## config.mk

```make
export PLATFORM = sky130hd
export DESIGN_NAME = apb_master_bridge
export DESIGN_NICKNAME = d
export VERILOG_FILES = /design/src/rtl/apb_master_bridge.sv
export SDC_FILE = /design/constraint.sdc
export NUM_CORES = 1
export LEC_CHECK = 0
export ABC_AREA = 1
export CAP_MARGIN = 0
export CORE_AREA = 10 10 121 123
export DETAILED_ROUTE_END_ITERATION = 7
export DIE_AREA = 0 0 131 133
export GPL_ROUTABILITY_DRIVEN = 1
export GPL_TIMING_DRIVEN = 0
export PLACE_DENSITY_LB_ADDON = 0.05
export SLEW_MARGIN = 5
export SYNTH_ARGS = -nofsm -noshare
export SYNTH_HDL_FRONTEND = slang
export SYNTH_SLANG_ARGS = --single-unit
```

## constraint.sdc

```tcl
create_clock -name PCLK -period 2.1 [get_ports PCLK]
set_input_delay 0.525 -clock PCLK [delete_from_list [all_inputs] [get_ports PCLK]]
set_output_delay 0.525 -clock PCLK [all_outputs]
set_load 0.05 [all_outputs]
```

## src/rtl/apb_master_bridge.sv

```systemverilog
// rtl/apb_master_bridge.sv - single-outstanding APB requester driven by a valid/ready command port
//
// Converts one command at a time into an APB SETUP/ACCESS transfer and returns
// a one-cycle response pulse carrying read data (or 0 for writes).
//
// Optional feature macro: APB_MASTER_TIMEOUT_EN
//   defined   : ACCESS is aborted after TIMEOUT_CYCLES wait cycles, rsp_err=1
//   undefined : ACCESS waits for PREADY indefinitely, rsp_err is constant 0
//
// Ports:
//   PCLK, PRESET                 clock, synchronous active-high reset
//   cmd_valid / cmd_ready        command handshake
//   cmd_write, cmd_addr, cmd_wdata   command payload
//   rsp_valid, rsp_rdata, rsp_err    one-cycle completion pulse (no backpressure)
//   PSEL, PENABLE, PWRITE, PADDR, PWDATA   APB requester outputs
//   PRDATA, PREADY               APB completer inputs
module apb_master_bridge #(
    parameter int ADDR_WIDTH     = 8,
    parameter int DATA_WIDTH     = 32,
    parameter int TIMEOUT_CYCLES = 16
) (
    input  logic                  PCLK,
    input  logic                  PRESET,
    input  logic                  cmd_valid,
    output logic                  cmd_ready,
    input  logic                  cmd_write,
    input  logic [ADDR_WIDTH-1:0] cmd_addr,
    input  logic [DATA_WIDTH-1:0] cmd_wdata,
    output logic                  rsp_valid,
    output logic [DATA_WIDTH-1:0] rsp_rdata,
    output logic                  rsp_err,
    output logic                  PSEL,
    output logic                  PENABLE,
    output logic                  PWRITE,
    output logic [ADDR_WIDTH-1:0] PADDR,
    output logic [DATA_WIDTH-1:0] PWDATA,
    input  logic [DATA_WIDTH-1:0] PRDATA,
    input  logic                  PREADY
);

    typedef enum logic [1:0] {
        ST_IDLE   = 2'd0,
        ST_SETUP  = 2'd1,
        ST_ACCESS = 2'd2
    } state_t;

    // Last wait count value before abort: the abort edge is the one at which
    // the count would reach TIMEOUT_CYCLES.
    localparam logic [7:0] LP_TO_LAST = 8'(TIMEOUT_CYCLES - 1);

    state_t                  r_state;
    state_t                  w_next;
    logic                    r_psel;
    logic                    r_penable;
    logic                    r_pwrite;
    logic [ADDR_WIDTH-1:0]   r_paddr;
    logic [DATA_WIDTH-1:0]   r_pwdata;
    logic                    r_rsp_valid;
    logic [DATA_WIDTH-1:0]   r_rsp_rdata;

    logic                    w_accept;
    logic                    w_done;
    logic                    w_timeout;
    logic                    w_psel_nxt;
    logic                    w_penable_nxt;
    logic                    w_rsp_valid_nxt;
    logic [DATA_WIDTH-1:0]   w_rdata_nxt;

`ifdef APB_MASTER_TIMEOUT_EN
    logic [7:0]              r_wait_cnt;
    logic                    r_rsp_err;

    assign w_timeout = (r_state == ST_ACCESS) && !PREADY && (r_wait_cnt == LP_TO_LAST);

    always_ff @(posedge PCLK) begin
        if (PRESET) begin
            r_wait_cnt <= '0;
            r_rsp_err  <= 1'b0;
        end else begin
            r_rsp_err <= w_timeout;
            if (r_state == ST_SETUP)
                r_wait_cnt <= '0;
            else if ((r_state == ST_ACCESS) && !PREADY)
                r_wait_cnt <= r_wait_cnt + 8'd1;
        end
    end

    assign rsp_err = r_rsp_err;
`else
    logic                    w_unused_cfg;

    assign w_unused_cfg = ^LP_TO_LAST;
    assign w_timeout    = 1'b0;
    assign rsp_err      = 1'b0;
`endif

    assign w_accept = (r_state == ST_IDLE) && cmd_valid;
    assign w_done   = (r_state == ST_ACCESS) && PREADY;

    // State register
    always_ff @(posedge PCLK) begin
        if (PRESET)
            r_state <= ST_IDLE;
        else
            r_state <= w_next;
    end

    // Next-state logic
    always_comb begin
        w_next = r_state;
        case (r_state)
            ST_IDLE:   if (cmd_valid) w_next = ST_SETUP;
            ST_SETUP:  w_next = ST_ACCESS;
            ST_ACCESS: if (PREADY || w_timeout) w_next = ST_IDLE;
            default:   w_next = ST_IDLE;
        endcase
    end

    // Output decode: next values for the registered outputs
    always_comb begin
        w_psel_nxt      = (w_next != ST_IDLE);
        w_penable_nxt   = (w_next == ST_ACCESS);
        w_rsp_valid_nxt = w_done || w_timeout;
        w_rdata_nxt     = r_rsp_rdata;
        if (w_done)
            w_rdata_nxt = r_pwrite ? '0 : PRDATA;
        else if (w_timeout)
            w_rdata_nxt = '0;
    end

    // Registered outputs; bus address/data/direction hold their last value in IDLE
    always_ff @(posedge PCLK) begin
        if (PRESET) begin
            r_psel      <= 1'b0;
            r_penable   <= 1'b0;
            r_pwrite    <= 1'b0;
            r_paddr     <= '0;
            r_pwdata    <= '0;
            r_rsp_valid <= 1'b0;
            r_rsp_rdata <= '0;
        end else begin
            r_psel      <= w_psel_nxt;
            r_penable   <= w_penable_nxt;
            r_rsp_valid <= w_rsp_valid_nxt;
            r_rsp_rdata <= w_rdata_nxt;
            if (w_accept) begin
                r_pwrite <= cmd_write;
                r_paddr  <= cmd_addr;
                r_pwdata <= cmd_wdata;
            end
        end
    end

    // Gated by PRESET so no command is offered during the reset cycle
    assign cmd_ready = (r_state == ST_IDLE) && !PRESET;

    assign PSEL      = r_psel;
    assign PENABLE   = r_penable;
    assign PWRITE    = r_pwrite;
    assign PADDR     = r_paddr;
    assign PWDATA    = r_pwdata;
    assign rsp_valid = r_rsp_valid;
    assign rsp_rdata = r_rsp_rdata;

endmodule

```

# After elaboration in Yosys (flattened, before gate mapping)
# Index checks and enable logic that the tools add are counted.
# totals
register_bits	78
output_inout_bits	78
wordCells	21
# op_classes
n_eq_ne	3
n_mux	4
reduce_logical	6
# ops
op	n
two-way mux 32 bit	1
case mux 2 bit (3 select lines)	1
== test 2 bit, second input constant	2
two-way mux 2 bit	2
logical AND 1 bit	3
== test 2 x 1 -> 1 bit, second input constant	1
zero test 2 bit	1
nonzero test 2 bit	1
zero test 1 bit	1

# Depth between registers and ports, before layout
# Gate-level depths: netlist of the first run.
# depth
depth_word	3
ltp_mapped	6
depth_no_buf	5

# Worst setup path after synthesis of the first run
# Ideal clock, no wire load.
# synth_timing
path_type	register to output
startpoint	reg r_state[1]
endpoint	out cmd_ready
arrival_time_ns	1.078
required_ns	1.575
slack_ns	0.497
stages_incl_launch_ff	5
n_path_buf	1
path_cell_list	dfxtp_1 nor2_2 buf_6 inv_2 nor2_2
# synth_via
elab_chain_len	2
# synth_lines
element	line_no	text
start, declared	51	state_t r_state;
start signal, assigned	105	r_state <= w_next;
zero test 2 bit	155	assign cmd_ready = (r_state == ST_IDLE) && !PRESET;
logical AND 1 bit	155	
end, declared	25	output logic cmd_ready,
# No other way between the ends.

# Worst setup path after layout of the first run
# layout_timing
startpoint	reg r_rsp_rdata[27], in the netlist rsp_rdata[27]
endpoint	out rsp_rdata[27]
# layout_lines
element	line_no	text
start, declared	59	logic [DATA_WIDTH-1:0] r_rsp_rdata;
start signal, assigned	145	r_rsp_rdata <= w_rdata_nxt;
end, declared	30	output logic [DATA_WIDTH-1:0] rsp_rdata,
# No word-level cell between the ends.

==> results.json, run 1 <==
{
  "outcome": "complete, no violations",
  "setup_tns_ns": 0,
  "worst_hold_path_type": "reg2reg",
  "totalPowerFinal_w": 0.00431,
  "synth_seq_cells": 78,
  "internal_power_summed_over_all_cells_w": 0.00292,
  "tcrit_tclk_final_pct": 96.7,
  "cts_inserted_buffers": 9,
  "number_of_design_rule_violations_left_after_detail_routing": 0,
  "timing.setup.critical_path_class": "reg2out",
  "final_util_pct": 45.0,
  "critPathMaxFanout": 2,
  "grt_antenna_before_repair": 0,
  "layout_commonest_cell": "sky130_fd_sc_hd__clkdlybuf4s50_1",
  "globalRoute.totalOverflow": 0,
  "pwr-share-clk_pct": 33.2,
  "post-synth-top-area-cell": "sky130_fd_sc_hd__dfxtp_1",
  "timing.critical_path.from_type": "flip-flop",
  "grt_usage_pct": 13.0,
  "ctsRootBufferMaster": "sky130_fd_sc_hd__clkbuf_16",
  "design.die.area_um2": 17400,
  "yosys.cell_types.count": 15,
  "top_cell_family_by_delay_on_the_critical_path": "buffers and inverters",
  "endpoint_kind": "output port",
  "postSynthCellCount": 557,
  "netlist_top_cells_area": "sky130_fd_sc_hd__dfxtp_1 (44%), sky130_fd_sc_hd__nor2_1 (14%), sky130_fd_sc_hd__nand2_1 (12%)",
  "setup_viol_count_final": 0,
  "cp.buffers_inverters": 1,
  "hold_viol": 0,
  "avgViaCountPerCell": 4.07,
  "drtAntennaViolNets": 0,
  "cts.clk_slew.worst_paths_ns": 0.06,
  "drv_slew": 0,
  "cpMaxStageDelayCell": "sky130_fd_sc_hd__clkdlybuf4s50_1",
  "yosysSeqAreaShare_pct": 43.8,
  "synth_fp_nets": 634,
  "max-vdd-ir-drop_mv": 0.265,
  "tritoncts_clock_tree": "done",
  "routabilityCongestion": 0.752,
  "tritoncts_num_sinks": 78,
  "layout-drive-gt1-share_pct": 6.63,
  "clock_insertion_delay_worst_skew_ns": 0.33,
  "clock.fmax_mhz": 492,
  "crit_chain": "clkdlybuf4s50_1",
  "power.net_switching_w": 0.00138,
  "wire_length_of_the_first_global_routing_pass_um": 18100,
  "antenna_cells_inserted": 0,
  "cts_post_setup_buffers_inserted": 0,
  "area_taken_by_multi_input_logic_gates_um2": 1370,
  "io-pin-count": 155,
  "area_growth_pct": 56.1,
  "grt_setup_unrepaired": "false",
  "timing_worst_slew_pin_value_ns": 0.557,
  "coreArea_um2": 12400,
  "via_count_of_the_first_global_routing_pass": 3527,
  "post_drt_wl_per_cell_um": 12.7,
  "data_required_time_at_the_worst_endpoint_ns": 1.57,
  "max_capacitance_violation_count": 0,
  "layout.cells.most_common_list": "sky130_fd_sc_hd__clkdlybuf4s50_1 (150), sky130_fd_sc_hd__nor2_1 (137), sky130_fd_sc_hd__nand2_1 (110)",
  "leakagePower_nw": 2.80,
  "fillers": 1328,
  "seqPwrFrac_pct": 38.4,
  "seqCellArea_um2": 1560,
  "dpl.hpwl_um": 8750,
  "portBuffers": 152,
  "layout_min_cycle_time_ns": 2.03,
  "final.setup_skew_ns": 0.00445,
  "critPathMaxStageDelay_ns": 0.84,
  "power-per-cell-area_nw_per_um2": 774,
  "num_vias": 3644,
  "post-synth-top-area-fraction_pct": 43.8,
  "slew_headroom_pct": 62.8,
  "starting_density_of_the_core_pct": 28.9,
  "final_net_count": 797,
  "first_pass_iters": 4,
  "grt_start_max_net_pins": 12,
  "mappedNetlistArea_um2": 3570,
  "rows": 41,
  "comb_power_share_pct": 28.4,
  "synthesis.area_per_instance_um2": 6.40,
  "die_w_um": 131,
  "detail_route.wirelength_um": 11300,
  "worst_ep_arrival_time_ns": 1.51,
  "clock_tree.buffer_depth": 2,
  "ys_warn_count": 0,
  "die_h_um": 133,
  "net_switching_fraction_of_the_power_pct": 32.2,
  "htreeDepth": 3,
  "drt_first_iter_violations": 138
}
==> final cells by class <==
class / instances / share of cell area [%]
buffer: 36 / 4.07
clock buffer: 14 / 4.74
clock inverter: 1 / 0.0899
inverter: 108 / 7.28
multi-input combinational: 335 / 24.7
sequential: 78 / 28.1
tap: 172 / 3.87
timing repair buffer: 152 / 27.2
==> flip-flops by register name, indices dropped and copies added, names as in the netlist <==
name / cells
PADDR: 8
PSEL: 1
rsp_rdata: 32
PWRITE: 1
rsp_valid: 1
PENABLE: 1
r_state: 2
PWDATA: 32
==> routing by layer <==
metal | wire (µm) | global-route usage (%)
met2 | 5180 | 20.1
met4 | 152 | 4.82
met3 | 1050 | 5.31
met5 | 0 | 0
met1 | 4970 | 15.7
==> power by group through the flow <==
stage,registers (W),clock network (W),logic [W]
2_1_floorplan,0.00205,0,0.000397
3_3_place_gp,0.00168,0,0.00123
3_5_place_dp,0.00169,0,0.00124
4_1_cts,0.00165,0.00149,0.00124
5_1_grt,0.00167,0.00155,0.00133
6_report,0.00165,0.00143,0.00122
==> synth_stat cells (all sizes together) <==
| master | count |
|---|---|
| nor2 | 139 |
| nand2 | 110 |
| inv | 108 |
| dfxtp | 78 |
| nand3 | 43 |
| a21oi | 41 |
| buf | 31 |
| clkbuf | 5 |
| conb | 1 |
| o21ai | 1 |
==> cell families after synthesis <==
logic type,after synthesis,synth area share (%)
other,1,0.105
flip-flops,78,43.8
AO/OA/AOI/OAI,42,5.89
buffers and inverters,144,17.7
AND/OR/NAND/NOR,292,32.5
==> tightest hold or removal path, delay by kind of cell (launching register included) <==
kind            cells  cell delay [ns]
simple gates        1             0.08
compound gates      1             0.04
flops               1             0.32
==> per-stage QoR <==
step / instance area, µm² / cells / hold WS [ns] / worst slack, ns
3_3_place_gp: 5300 / 881 / 0.461 / -0.436
6_report: 5570 / 896 / 0.481 / 0.0687
4_1_cts: 5570 / 896 / 0.482 / 0.000530
2_1_floorplan: 3570 / 557 / 0.569 / 0.497
5_1_grt: 5570 / 896 / 0.507 / 0.00848
3_5_place_dp: 5300 / 881 / 0.467 / -0.455
==> repair_timing <==
item / 4_1_cts / 5_1_grt
hold buffers: 0 / 0
endpoints found under the hold margin: 0 / 0
endpoints found under the setup margin: 2 / 1
gates cloned: 0 / 0
pin swaps: 0 / 0
resized for setup: 5 / 1
==> path summary, 6_finish.rpt <==
kind	slack, ns	cells after the start	start	endpoint
setup / recovery	0.07	1	rsp_rdata[27]	rsp_rdata[27]
hold / removal	0.48	2	PADDR[4]	PADDR[4]
setup reg to reg	0.84	4	PWRITE	rsp_rdata[25]
hold reg to reg	0.48	2	PADDR[4]	PADDR[4]
No activity file was read; power rests on OpenSTA's default activity.
==> run 2: changes to the inputs <==
--- a/config.mk
+++ b/config.mk
@@ -12,6 +12,8 @@
 export DIE_AREA = 0 0 131 133
 export GPL_ROUTABILITY_DRIVEN = 1
 export GPL_TIMING_DRIVEN = 0
+export HOLD_SLACK_MARGIN = 0.02
+export MAX_ROUTING_LAYER = met4
 export PLACE_DENSITY_LB_ADDON = 0.05
 export SLEW_MARGIN = 5
 export SYNTH_ARGS = -nofsm -noshare
==> results.json, run 2 (synthesis results as in run 1) <==
{
  "avgViaCountPerCell": 4.08,
  "grt_setup_unrepaired": "false",
  "clock_insertion_delay_worst_skew_ns": 0.33,
  "tritoncts_clock_tree": "done",
  "post-route-worst-setup-slack_ns": 0.0658,
  "design.die.area_um2": 17400,
  "ctsRootBufferMaster": "sky130_fd_sc_hd__clkbuf_16",
  "grt_antenna_before_repair": 0,
  "wire_length_of_the_first_global_routing_pass_um": 18100,
  "cts.clk_slew.worst_paths_ns": 0.06,
  "use_met2_pct": 20.1,
  "final.setup_skew_ns": 0.00481,
  "tcrit_tclk_final_pct": 96.9,
  "worst_hold_path_type": "reg2reg",
  "layout_min_cycle_time_ns": 2.03,
  "clock_tree.buffer_depth": 2,
  "worst_r2r_path_depth": 4,
  "whs_endpoint": "PADDR[4]",
  "worst_ep_arrival_time_ns": 1.51,
  "detail_route.wirelength_um": 11400,
  "number_of_design_rule_violations_left_after_detail_routing": 0,
  "dpl.hpwl_um": 8750,
  "endpoint_kind": "output port",
  "crit_chain": "clkdlybuf4s50_1",
  "critPathMaxStageDelay_ns": 0.84,
  "timing_worst_slew_pin_value_ns": 0.575,
  "hold_viol": 0,
  "die_w_um": 131,
  "layout-drive-gt1-share_pct": 6.63,
  "power.net_switching_w": 0.00139,
  "min-delay-start": "PADDR[4]",
  "met1_global_route_usage_pct": 16.2,
  "coreArea_um2": 12400,
  "timing.setup.critical_path_class": "reg2out",
  "setup_tns_ns": 0,
  "tritoncts_num_sinks": 78,
  "power-per-cell-area_nw_per_um2": 775,
  "setup_viol_count_final": 0,
  "grt_start_max_net_pins": 12,
  "cts_inserted_buffers": 9,
  "pwr-share-clk_pct": 33.3,
  "max_capacitance_violation_count": 0,
  "htreeDepth": 3,
  "place_worst_setup_slack_ns": -0.455,
  "net_switching_fraction_of_the_power_pct": 32.3,
  "groute.layer.met3.usage_pct": 4.43,
  "area_growth_pct": 56.1,
  "internal_power_summed_over_all_cells_w": 0.00292,
  "globalRoute.totalOverflow": 0,
  "slew_headroom_pct": 61.7,
  "holdBufCountCts": 0,
  "cts_post_setup_buffers_inserted": 0,
  "first_pass_iters": 4,
  "leakagePower_nw": 2.80,
  "data_required_time_at_the_worst_endpoint_ns": 1.57,
  "seqPwrFrac_pct": 38.3,
  "comb_power_share_pct": 28.3,
  "grt_usage_pct": 13.4,
  "starting_density_of_the_core_pct": 28.9,
  "layout.cells.most_common_list": "sky130_fd_sc_hd__clkdlybuf4s50_1 (150), sky130_fd_sc_hd__nor2_1 (137), sky130_fd_sc_hd__nand2_1 (110)",
  "globalRoute.busiestLayer": "met2",
  "worstHoldPathCells": 2,
  "outcome": "complete, no violations",
  "drt_first_iter_violations": 133,
  "routabilityCongestion": 0.762,
  "r2r_slack_ns": 0.84,
  "clock.fmax_mhz": 492,
  "worstReg2RegEnd": "rsp_rdata[25]",
  "max-vdd-ir-drop_mv": 0.265,
  "final_net_count": 797,
  "via_count_of_the_first_global_routing_pass": 3530,
  "layout_commonest_cell": "sky130_fd_sc_hd__clkdlybuf4s50_1",
  "cpMaxStageDelayCell": "sky130_fd_sc_hd__clkdlybuf4s50_1",
  "drv_slew": 0,
  "top_cell_family_by_delay_on_the_critical_path": "buffers and inverters",
  "drtAntennaViolNets": 0,
  "critPathMaxFanout": 2,
  "timing.critical_path.from": "rsp_rdata[27]",
  "antenna_cells_inserted": 0,
  "post_drt_wl_per_cell_um": 12.7,
  "die_h_um": 133,
  "num_vias": 3657,
  "io-pin-count": 155,
  "timing.critical_path.from_type": "flip-flop",
  "portBuffers": 152,
  "crit-reg2reg-launch": "PWRITE",
  "rows": 41,
  "cp.buffers_inverters": 1
}
[run 2: what timing repair did]
action                                  in CTS  in global routing
pin swaps                                    0                  0
endpoints found under the setup margin       2                  1
gates cloned                                 0                  0
resized for setup                            5                  1
endpoints found under the hold margin        0                  0
[run 2: per-layer routing]
| layer | up-vias | wire [µm] | share of wire, % |
|---|---|---|---|
| met5 | - | 0 | 0 |
| met4 | 0 | 166 | 1.5 |
| met3 | 13 | 893 | 7.9 |
| met2 | 99 | 5170 | 45 |
| met1 | 1595 | 5150 | 45 |
| li1 | 1950 | - | - |
[run 2: how the worst max path moves through the flow]
stage                          endpoint  slack (ns)  cells after the start
final                     rsp_rdata[27]        0.07                      1
after global routing           PADDR[3]       0.008                      1
after CTS                     cmd_ready      0.0005                      3
after detailed placement      cmd_ready       -0.45                      3
after global placement        cmd_ready       -0.44                      3
after floorplan               cmd_ready        0.50                      4
[run 2: power groups by stage]
stage / clock network (W) / logic, W / registers, W
floorplan: 0 / 0.000397 / 0.00205
global placement: 0 / 0.00123 / 0.00168
detailed placement: 0 / 0.00124 / 0.00169
CTS: 0.00149 / 0.00124 / 0.00165
global route: 0.00155 / 0.00132 / 0.00167
finish: 0.00144 / 0.00122 / 0.00165
[run 2: cell type report]
class / count / area (µm²)
multi-input combinational: 335 / 1370
fill: 1328 / 6800
tap: 172 / 215
clock inverter: 1 / 5.00
clock buffer: 14 / 264
inverter: 108 / 405
sequential: 78 / 1560
timing repair buffer: 152 / 1520
buffer: 36 / 226
[run 2: worst register-to-register path, cell delays in order, from the launching register on]
cell	delay (ns)
sky130_fd_sc_hd__dfxtp_1	0.47
sky130_fd_sc_hd__clkbuf_1	0.41
sky130_fd_sc_hd__nor2_1	0.10
sky130_fd_sc_hd__nor2_1	0.13
sky130_fd_sc_hd__nor2_1	0.05
[run 2: stage by stage]
| stage | power, W | cell area (µm²) | hold slack, ns | std cells | util, % |
|---|---|---|---|---|---|
| finish | 0.00431 | 5570 | 0.481 | 896 | 45.0 |
| global route | 0.00455 | 5570 | 0.507 | 896 | 45.0 |
| CTS | 0.00438 | 5570 | 0.482 | 896 | 45.1 |
| detailed placement | 0.00292 | 5300 | 0.467 | 881 | 42.9 |
| global placement | 0.00291 | 5300 | 0.461 | 881 | 42.9 |
| floorplan | 0.00245 | 3570 | 0.569 | 557 | - |
